**config.mk**
```make
export PLATFORM = sky130hd
export DESIGN_NAME = bit_serializer
export DESIGN_NICKNAME = d
export VERILOG_FILES = /design/src/rtl/bit_serializer.sv
export SDC_FILE = /design/constraint.sdc
export NUM_CORES = 1
export LEC_CHECK = 0
export CORE_MARGIN = 2
export CORE_UTILIZATION = 55
export CTS_BUF_LIST = sky130_fd_sc_hd__clkbuf_16
export DETAILED_ROUTE_END_ITERATION = 16
export DONT_BUFFER_PORTS = 1
export HOLD_SLACK_MARGIN = 0.06
export PLACE_DENSITY = 0.7
export SYNTH_ARGS = -nofsm -noshare
export SYNTH_HDL_FRONTEND = slang
export SYNTH_SLANG_ARGS = --single-unit
```
**constraint.sdc**
```tcl
create_clock -name clk -period 3.3 [get_ports clk]
set_input_delay 0.165 -clock clk [delete_from_list [all_inputs] [get_ports clk]]
set_output_delay 0.165 -clock clk [all_outputs]
set_load 0.005 [all_outputs]
```
**src/rtl/bit_serializer.sv**
```systemverilog
// rtl/bit_serializer.sv - MSB-first parallel-to-serial shifter with frame markers
// Optional parity bit per word when SERIALIZER_PARITY_EN is defined.
module bit_serializer #(
   parameter int WIDTH      = 8,
   parameter bit IDLE_LEVEL = 1'b1
) (
   input  logic             clk,
   input  logic             reset,
   input  logic [WIDTH-1:0] in_data,
   input  logic             in_valid,
   output logic             in_ready,
   output logic             ser_out,
   output logic             ser_valid,
   output logic             frame_start,
   output logic             frame_end,
   output logic             busy
);

   localparam int CW = (WIDTH > 1) ? $clog2(WIDTH) : 1;
   localparam logic [CW-1:0] CNT_LAST = CW'(WIDTH - 1);

   typedef enum logic [1:0] {
      S_IDLE  = 2'd0,
      S_SHIFT = 2'd1
`ifdef SERIALIZER_PARITY_EN
      , S_PARITY = 2'd2
`endif
   } state_t;

   state_t           state;
   state_t           next_state;
   logic [WIDTH-1:0] shreg;
   logic [CW-1:0]    cnt;
   logic             ready_dec;
   logic             accept;
`ifdef SERIALIZER_PARITY_EN
   logic             par;
`endif

   // in_ready is a pure state decode, gated only by reset
   assign in_ready = ready_dec && !reset;
   assign accept   = in_valid && in_ready;

   always_ff @(posedge clk or posedge reset) begin
      if (reset) begin
         state <= S_IDLE;
      end else begin
         state <= next_state;
      end
   end

   always_comb begin
      next_state = state;
      case (state)
         S_IDLE: begin
            if (in_valid) next_state = S_SHIFT;
         end
         S_SHIFT: begin
            if (cnt == '0) begin
`ifdef SERIALIZER_PARITY_EN
               next_state = S_PARITY;
`else
               next_state = in_valid ? S_SHIFT : S_IDLE;
`endif
            end
         end
`ifdef SERIALIZER_PARITY_EN
         S_PARITY: begin
            next_state = in_valid ? S_SHIFT : S_IDLE;
         end
`endif
         default: next_state = S_IDLE;
      endcase
   end

   always_comb begin
      ser_out     = IDLE_LEVEL;
      ser_valid   = 1'b0;
      frame_start = 1'b0;
      frame_end   = 1'b0;
      busy        = 1'b0;
      ready_dec   = 1'b0;
      case (state)
         S_IDLE: begin
            ready_dec = 1'b1;
         end
         S_SHIFT: begin
            ser_out     = shreg[WIDTH-1];
            ser_valid   = 1'b1;
            busy        = 1'b1;
            frame_start = (cnt == CNT_LAST);
`ifndef SERIALIZER_PARITY_EN
            frame_end   = (cnt == '0);
            ready_dec   = (cnt == '0);
`endif
         end
`ifdef SERIALIZER_PARITY_EN
         S_PARITY: begin
            ser_out   = par;
            ser_valid = 1'b1;
            busy      = 1'b1;
            frame_end = 1'b1;
            ready_dec = 1'b1;
         end
`endif
         default: begin
            ready_dec = 1'b0;
         end
      endcase
   end

   // Datapath: load on accept, otherwise shift while in SHIFT
   always_ff @(posedge clk or posedge reset) begin
      if (reset) begin
         shreg <= '0;
         cnt   <= '0;
      end else if (accept) begin
         shreg <= in_data;
         cnt   <= CNT_LAST;
      end else if (state == S_SHIFT) begin
         shreg <= shreg << 1;
         if (cnt != '0) cnt <= cnt - CW'(1);
      end
   end

`ifdef SERIALIZER_PARITY_EN
   always_ff @(posedge clk or posedge reset) begin
      if (reset) begin
         par <= 1'b0;
      end else if (accept) begin
         par <= ^in_data;
      end
   end
`endif

endmodule

```
## After elaboration in Yosys (flattened, before gate mapping)

Index checks and enable logic that the tools add are counted.
W data, S select, Z words.

| word-level totals | value |
|---|---|
| word-level logic and storage cells | 32 |
| bits of input ports | 11 |
| flip-flop bits (word level) | 13 |

| cells by class | value |
|---|---|
| reduce and logical (&&, ||, !) cells | 10 |
| $add $sub $neg | 1 |
| equal/unequal tests | 4 |
| multiplexer cells | 14 |

Operator list:

| kind | count |
|---|---|
| $mux W8 | 2 |
| $mux W3 | 3 |
| $mux W1 | 5 |
| $mux W2 | 2 |
| $ne A2 B2 Y1 const B | 2 |
| $pmux W2 S2 | 1 |
| $reduce_and A2 Y1 | 2 |
| $reduce_bool A2 Y1 | 2 |
| $eq A3 B3 Y1 const B | 1 |
| $logic_not A3 Y1 | 1 |
| $reduce_bool A3 Y1 | 1 |
| $sub A3 B1 Y3 const B | 1 |
| $eq A2 B1 Y1 const B | 1 |
| $logic_and A1 B1 Y1 | 2 |
| $logic_not A2 Y1 | 1 |
| $pmux W1 S2 | 1 |
| $logic_not A1 Y1 | 1 |

## Longest topological paths before layout

Gate-level depths: netlist (run 1).

| logic depth | value |
|---|---|
| depth after elaboration | 6 |
| gate-level depth with buffers | 7 |

## Worst setup path after synthesis (run 1)

Ideal clock, no wire load.

| path | value |
|---|---|
| path type | register to register |
| from | reg cnt[0] |
| to | reg shreg[0] |
| library setup time | 0.125 ns |
| cell stages (with the launch flop) | 8 |
| arrival time | 1.406 ns |
| required time | 3.175 ns |
| period minus slack after synthesis | 1.531 ns |
| slack | 1.769 ns |
| cells stage by stage | dfrtp_1 inv_1 ha_1 nand2b_1 buf_6 a21oi_4 buf_12 mux2_4 |

| between the ends | value |
|---|---|
| longest elaborated chain between the ends | 5 |

RTL lines:

| what | line | source |
|---|---|---|
| from (decl) | 33 | `logic [CW-1:0] cnt;` |
| from (signal assigned) | 122 | `if (cnt != '0) cnt <= cnt - CW'(1);` |
| $logic_not A3 Y1 * | 94 | `ready_dec = (cnt == '0);` |
| $pmux W1 S2 * | 83 | `case (state)` |
| $logic_and A1 B1 Y1 * | 41 | `assign in_ready = ready_dec && !reset;` |
| $logic_and A1 B1 Y1 * | 42 | `assign accept = in_valid && in_ready;` |
| $mux W8 / $reduce_bool A2 Y1 (equally long branches) | - |  |
| to (signal assigned) | 118 | `shreg <= in_data;` |
| to (signal assigned) | 121 | `shreg <= shreg << 1;` |
| to (decl) | 32 | `logic [WIDTH-1:0] shreg;` |

Every way passes the cells marked *; elsewhere a longest branch is shown, timed or not.
A chain may end at the register's enable or synchronous reset.

## Final worst setup path (run 1)

| path | value |
|---|---|
| from | reg cnt[0] |
| to | reg shreg[4] |

Same word-level chain as after synthesis.

==> flow_summary.ini, run 1 <==
[route]
drc = 0
routed_wl_um = 1040
routedWlPerCell_um = 14.2
ant_nets = 0
drt_pass1_iterations = 4
via_count = 392
drtIter0Drc = 1
vias_per_cell = 5.37

[worst_hold_path]
min_path_type = in2reg

[clocking]
cts_buffer_depth = 2
clkLatencyLatePin_ns = 0.24
ctsRootBufferMaster = clkbuf_16
tritoncts = done
cts_buffers = 3
htree_levels = 1
ctsResizeCount = 0
cts_sinks = 12
path_clk_slew_ns = 0.04

[final_layout]
nets = 73
finalInstanceArea_um2 = 791
regArea_um2 = 300
fillers = 110
syn_to_final_growth_pct = 7.30
drive_gt1_share_pct = 39.7
diodes = 0
multi_input_area_um2 = 354

[floorplanning]
rows = 13
start_util_pct = 58.1
ioPinCount = 17
fp.dieW_um = 40.6
die_area_um2 = 1650
core-area_um2 = 1270
die_h_um = 40.6

[global_routing]
grt_first_pass_wirelength_um = 1630
grt_usage_pct = 16.4
grt_max_degree = 22
gr-total-overflow = 0
grt_pass1_vias = 368
antenna_found_initial = 0

[critical_path]
cp_slowest_cell = a21oi_4
setup.worst_path.start_class = flip-flop
worst-endpoint-required_ns = 3.42
crit_family = compound AO/OA/AOI/OAI gates
path_class = reg2reg
endpoint_kind = flip-flop
crit_arrival_ns = 1.94
critPathBufInv = 1
crit_path_max_incr_delay_ns = 0.46
crit_chain = inv_1 > ha_1 > nand2b_1 > a21oi_4 > mux2_2
cp_max_fo = 11

[place]
finalWeightedCongestion = 0.720
place_area_um2 = 692
io_buffers = 0
dp_slack_ns = 1.51

[timing]
finalHoldViolCount = 0
slew_violations = 0
fin_ws_ns = 1.49
slew_headroom_pct = 50.5
fin_crit_sh_pct = 55.0
clock_skew_ns = 0.00432
grt_setup_unrepaired = no
fmax_mhz = 551
setup_viol = 0
worst_pin_slew_ns = 0.743
period_minus_slack_ns = 1.81
setup_tns_ns = 0

[job]
drv_cap = 0

[synthesis]
synth.distinct_cells = 22
yosysTopAreaCellShare_pct = 40.7
yosys.area.top_type = dfrtp_1
avgSynthCellArea_um2 = 12.9
seq_area_frac_synth_pct = 40.7
yosys_most_used_dff = dfrtp_1
synthTopCellsByCount = dfrtp_1, mux2_2, mux2_4
synthTopCellsByArea = dfrtp_1, mux2_4, mux2_2
synth_most_common_cell = dfrtp_1
synth_edf_count = 0
yosys_warnings = 0
synthCells = 57
syn_nets = 71
synth_seq_cells = 12
synth_area_um2 = 737
synthArstFlopShare_pct = 100

[power]
total_power_mw = 0.730
p_leak_nw = 0.390
vdd_drop_max_uv = 546
p_per_area_nw_per_um2 = 923

[run_status]
status = completed
-- layer usage --
metal  share of wire (%)  vias up  GRT usage [%]
li1                    -      196              -
met1                  44      188           19.0
met2                  48        8           23.0
met3                 7.3        0           11.1
met4                   0        0           7.50
met5                   0        -              0
-- stage by stage --
stage | util (%) | hold slack, ns | instances
2_1_floorplan | - | 0.0297 | 57
3_5_place_dp | 54.5 | 0.0885 | 67
3_3_place_gp | 54.5 | 0.0914 | 67
6_report | 62.3 | 0.0720 | 73
5_1_grt | 62.3 | 0.0652 | 73
4_1_cts | 62.3 | 0.0670 | 73
-- cell type report --
class	instances	area share (%)
timing repair buffer	2	2.53
sequential	12	38.0
multi-input combinational	35	44.8
tap	15	2.37
clock inverter	1	0.475
inverter	5	2.37
clock buffer	3	9.49
-- registers in the layout, summed over array words and instances (netlist names) --
name and flops:
cnt 3, shreg 8, state 1
-- worst paths after layout --
path	from	endpoint	slack, ns	cells after the start
worst max-delay path	cnt[0]	shreg[4]	1.49	5
min in group asynchronous	reset	shreg[7]	0.38	2
worst min register to register	cnt[2]	cnt[2]	0.57	1
worst min-delay path	in_data[3]	shreg[3]	0.07	1
worst max register to register	cnt[0]	shreg[4]	1.49	5
max in group asynchronous	reset	shreg[1]	2.60	2
-- where the power goes --
group,total [mW],switching (mW),internal [mW]
clock network,0.217,0.0583,0.159
registers,0.263,0.0570,0.206
logic,0.250,0.0964,0.153
-- cell usage in the layout, fill, tap and decap left out --
cell	netlist	routed
a211o_2	1	1
a21o_2	1	1
a21oi_1	3	3
a21oi_4	1	1
a311o_1	1	1
and3_2	2	2
clkbuf_16	0	3
clkinv_1	0	1
dfrtp_1	12	12
dlygate4sd3_1	0	2
ha_1	3	3
inv_1	5	5
mux2_2	8	8
mux2_4	7	7
nand2_1	1	1
nand2b_1	2	2
nor2_1	1	1
nor2b_1	1	1
nor3_1	1	1
o21bai_1	1	1
or2b_1	1	1
-- cells by family (layout without fill, tap and decap cells) --
| family | after synthesis | count (layout) | share of synthesized area [%] |
|---|---|---|---|
| compound gates | 8 | 8 | 9.17 |
| fa+ha+maj | 3 | 3 | 5.09 |
| buf+inv | 10 | 11 | 11.2 |
| flops | 12 | 12 | 40.7 |
| mux | 15 | 15 | 26.5 |
| simple gates | 9 | 9 | 7.30 |
-- repair_timing --
action | CTS | global route
setup endpoints to repair | 0 | 0
setup buffers | 0 | 0
hold buffers | 2 | 0
endpoints found under the hold margin | 13 | 0
No activity file was read; power rests on OpenSTA's default activity.
==> inputs of run 2 (changes only) <==
==> constraint.sdc (replaced) <==
create_clock -name clk -period 1.8 [get_ports clk]
set_input_delay 0.09 -clock clk [delete_from_list [all_inputs] [get_ports clk]]
set_output_delay 0.09 -clock clk [all_outputs]
set_load 0.005 [all_outputs]
==> run 2 against run 1 <==
Against the previous run: register-to-register slack got worse by 1.4 ns; total power rose by 92%; critical endpoint unchanged; global-route usage rose by 2.4 points.
==> flow_summary.ini, run 2 (synthesis gave the netlist of run 1 again) <==
[clocking]
path_clk_slew_ns = 0.04
cts_setup_buffers = 0
ctsRootBufferMaster = clkbuf_16
ctsResizeCount = 0
clkLatencyLatePin_ns = 0.24
cts_buffer_depth = 2
cts_sinks = 12
cts_buffers = 3
htree_levels = 1
tritoncts = done

[critical_path]
r2r-end = shreg[4]
endpoint_kind = flip-flop
r2r_start = cnt[0]
cp_max_fo = 11
setup.worst_path.start_class = flip-flop
worst-endpoint-required_ns = 1.92
path_class = reg2reg
crit_start = cnt[0]
rr_worst_depth = 5
endpoint = shreg[4]
crit_arrival_ns = 1.80
ff2ff_setup_slack_ns = 0.12

[power]
p_leak_nw = 0.436
vdd_drop_max_uv = 1090
p_per_area_nw_per_um2 = 1570

[timing]
fmax_mhz = 596
setup_viol = 0
setup_tns_ns = 0
grt_setup_unrepaired = no
clock_skew_ns = 0.00162
period_minus_slack_ns = 1.68
slew_headroom_pct = 68.8
fin_crit_sh_pct = 93.2
finalHoldViolCount = 0
slew_violations = 0
worst_pin_slew_ns = 0.468

[final_layout]
largest_reg_flops = 8
final_cell_mix = dfrtp_1, dlygate4sd3_1, mux2_2
final_cells = 84
reg_top3 = shreg x8, cnt x3, state x1
diodes = 0
finalInstanceArea_um2 = 893
final_common_cell = dfrtp_1
largest_register = shreg
fin_util_pct = 70.4
fillers = 98
nets = 84
syn_to_final_growth_pct = 21.2
drive_gt1_share_pct = 37.7

[global_routing]
grt_usage_pct = 18.8
grt_max_degree = 13
grt_first_pass_wirelength_um = 1930
grt_pass1_vias = 473
gr-total-overflow = 0
antenna_found_initial = 0

[place]
place_area_um2 = 714
dp_cells = 70
dp_hpwl_um = 729
finalWeightedCongestion = 0.747
io_buffers = 0

[route]
drtIter0Drc = 2
via_count = 445
drc = 0
drt_pass1_iterations = 4
routed_wl_um = 1200
vias_per_cell = 5.30
ant_nets = 0
routedWlPerCell_um = 14.3

[floorplanning]
fp.dieW_um = 40.6
start_util_pct = 58.1
rows = 13
die_h_um = 40.6
die_area_um2 = 1650
ioPinCount = 17
core-area_um2 = 1270

[worst_hold_path]
min_path_type = in2out

[run_status]
status = completed

[job]
drv_cap = 0
run 2: power breakdown:
group,switching [mW],internal [mW],total [mW]
sequential,0.0771,0.378,0.455
clock,0.114,0.292,0.406
combinational,0.218,0.320,0.538
run 2: how the worst min path moves through the flow:
stage	start	endpoint	slack [ns]	cells past startpoint
floorplan	reset	cnt[0]	-0.05	1
global placement	reset	state[0]	0.02	1
detailed placement	reset	state[0]	0.02	1
CTS	reset	in_ready	0.21	1
global route	reset	in_ready	0.21	1
finish	reset	in_ready	0.21	1
run 2: metrics by stage:
stage | setup WS (ns) | hold WS, ns | power [mW]
2_1_floorplan | 0.269 | -0.0453 | 0.942
3_3_place_gp | 0.150 | 0.0170 | 0.959
3_5_place_dp | 0.114 | 0.0153 | 0.972
4_1_cts | 0.113 | 0.210 | 1.41
5_1_grt | 0.0115 | 0.215 | 1.50
6_report | 0.122 | 0.210 | 1.40
run 2: cell type report:
type                    count  area [um^2]  area share [%]
multi-input cells          35          354            39.6
flip-flops and latches     12          300            33.6
repair buffers             13          123            13.7
clock buffers               3         75.1            8.40
inverters                   5         18.8            2.10
well taps                  15         18.8            2.10
clock inverters             1         3.75           0.420
run 2: what timing repair did:
item	4_1_cts	5_1_grt
endpoints found under the setup margin	0	1
hold buffers	10	0
endpoints found under the hold margin	21	0
run 2: critical path, stage by stage, from the launching register on:
cell and delay [ns]:
dfrtp_1 0.40, inv_1 0.10, ha_1 0.17, nand2b_1 0.10, a21oi_4 0.41, mux2_2 0.38
run 2: per-layer routing:
layer	part of all wire, %	wire [um]	vias to the layer above	global-route usage, %
li1	-	-	219	-
met1	44	532	211	21.9
met2	49	591	13	29.8
met3	5.2	62	2	6.67
met4	1.0	12	0	10.0
met5	0	0	-	0
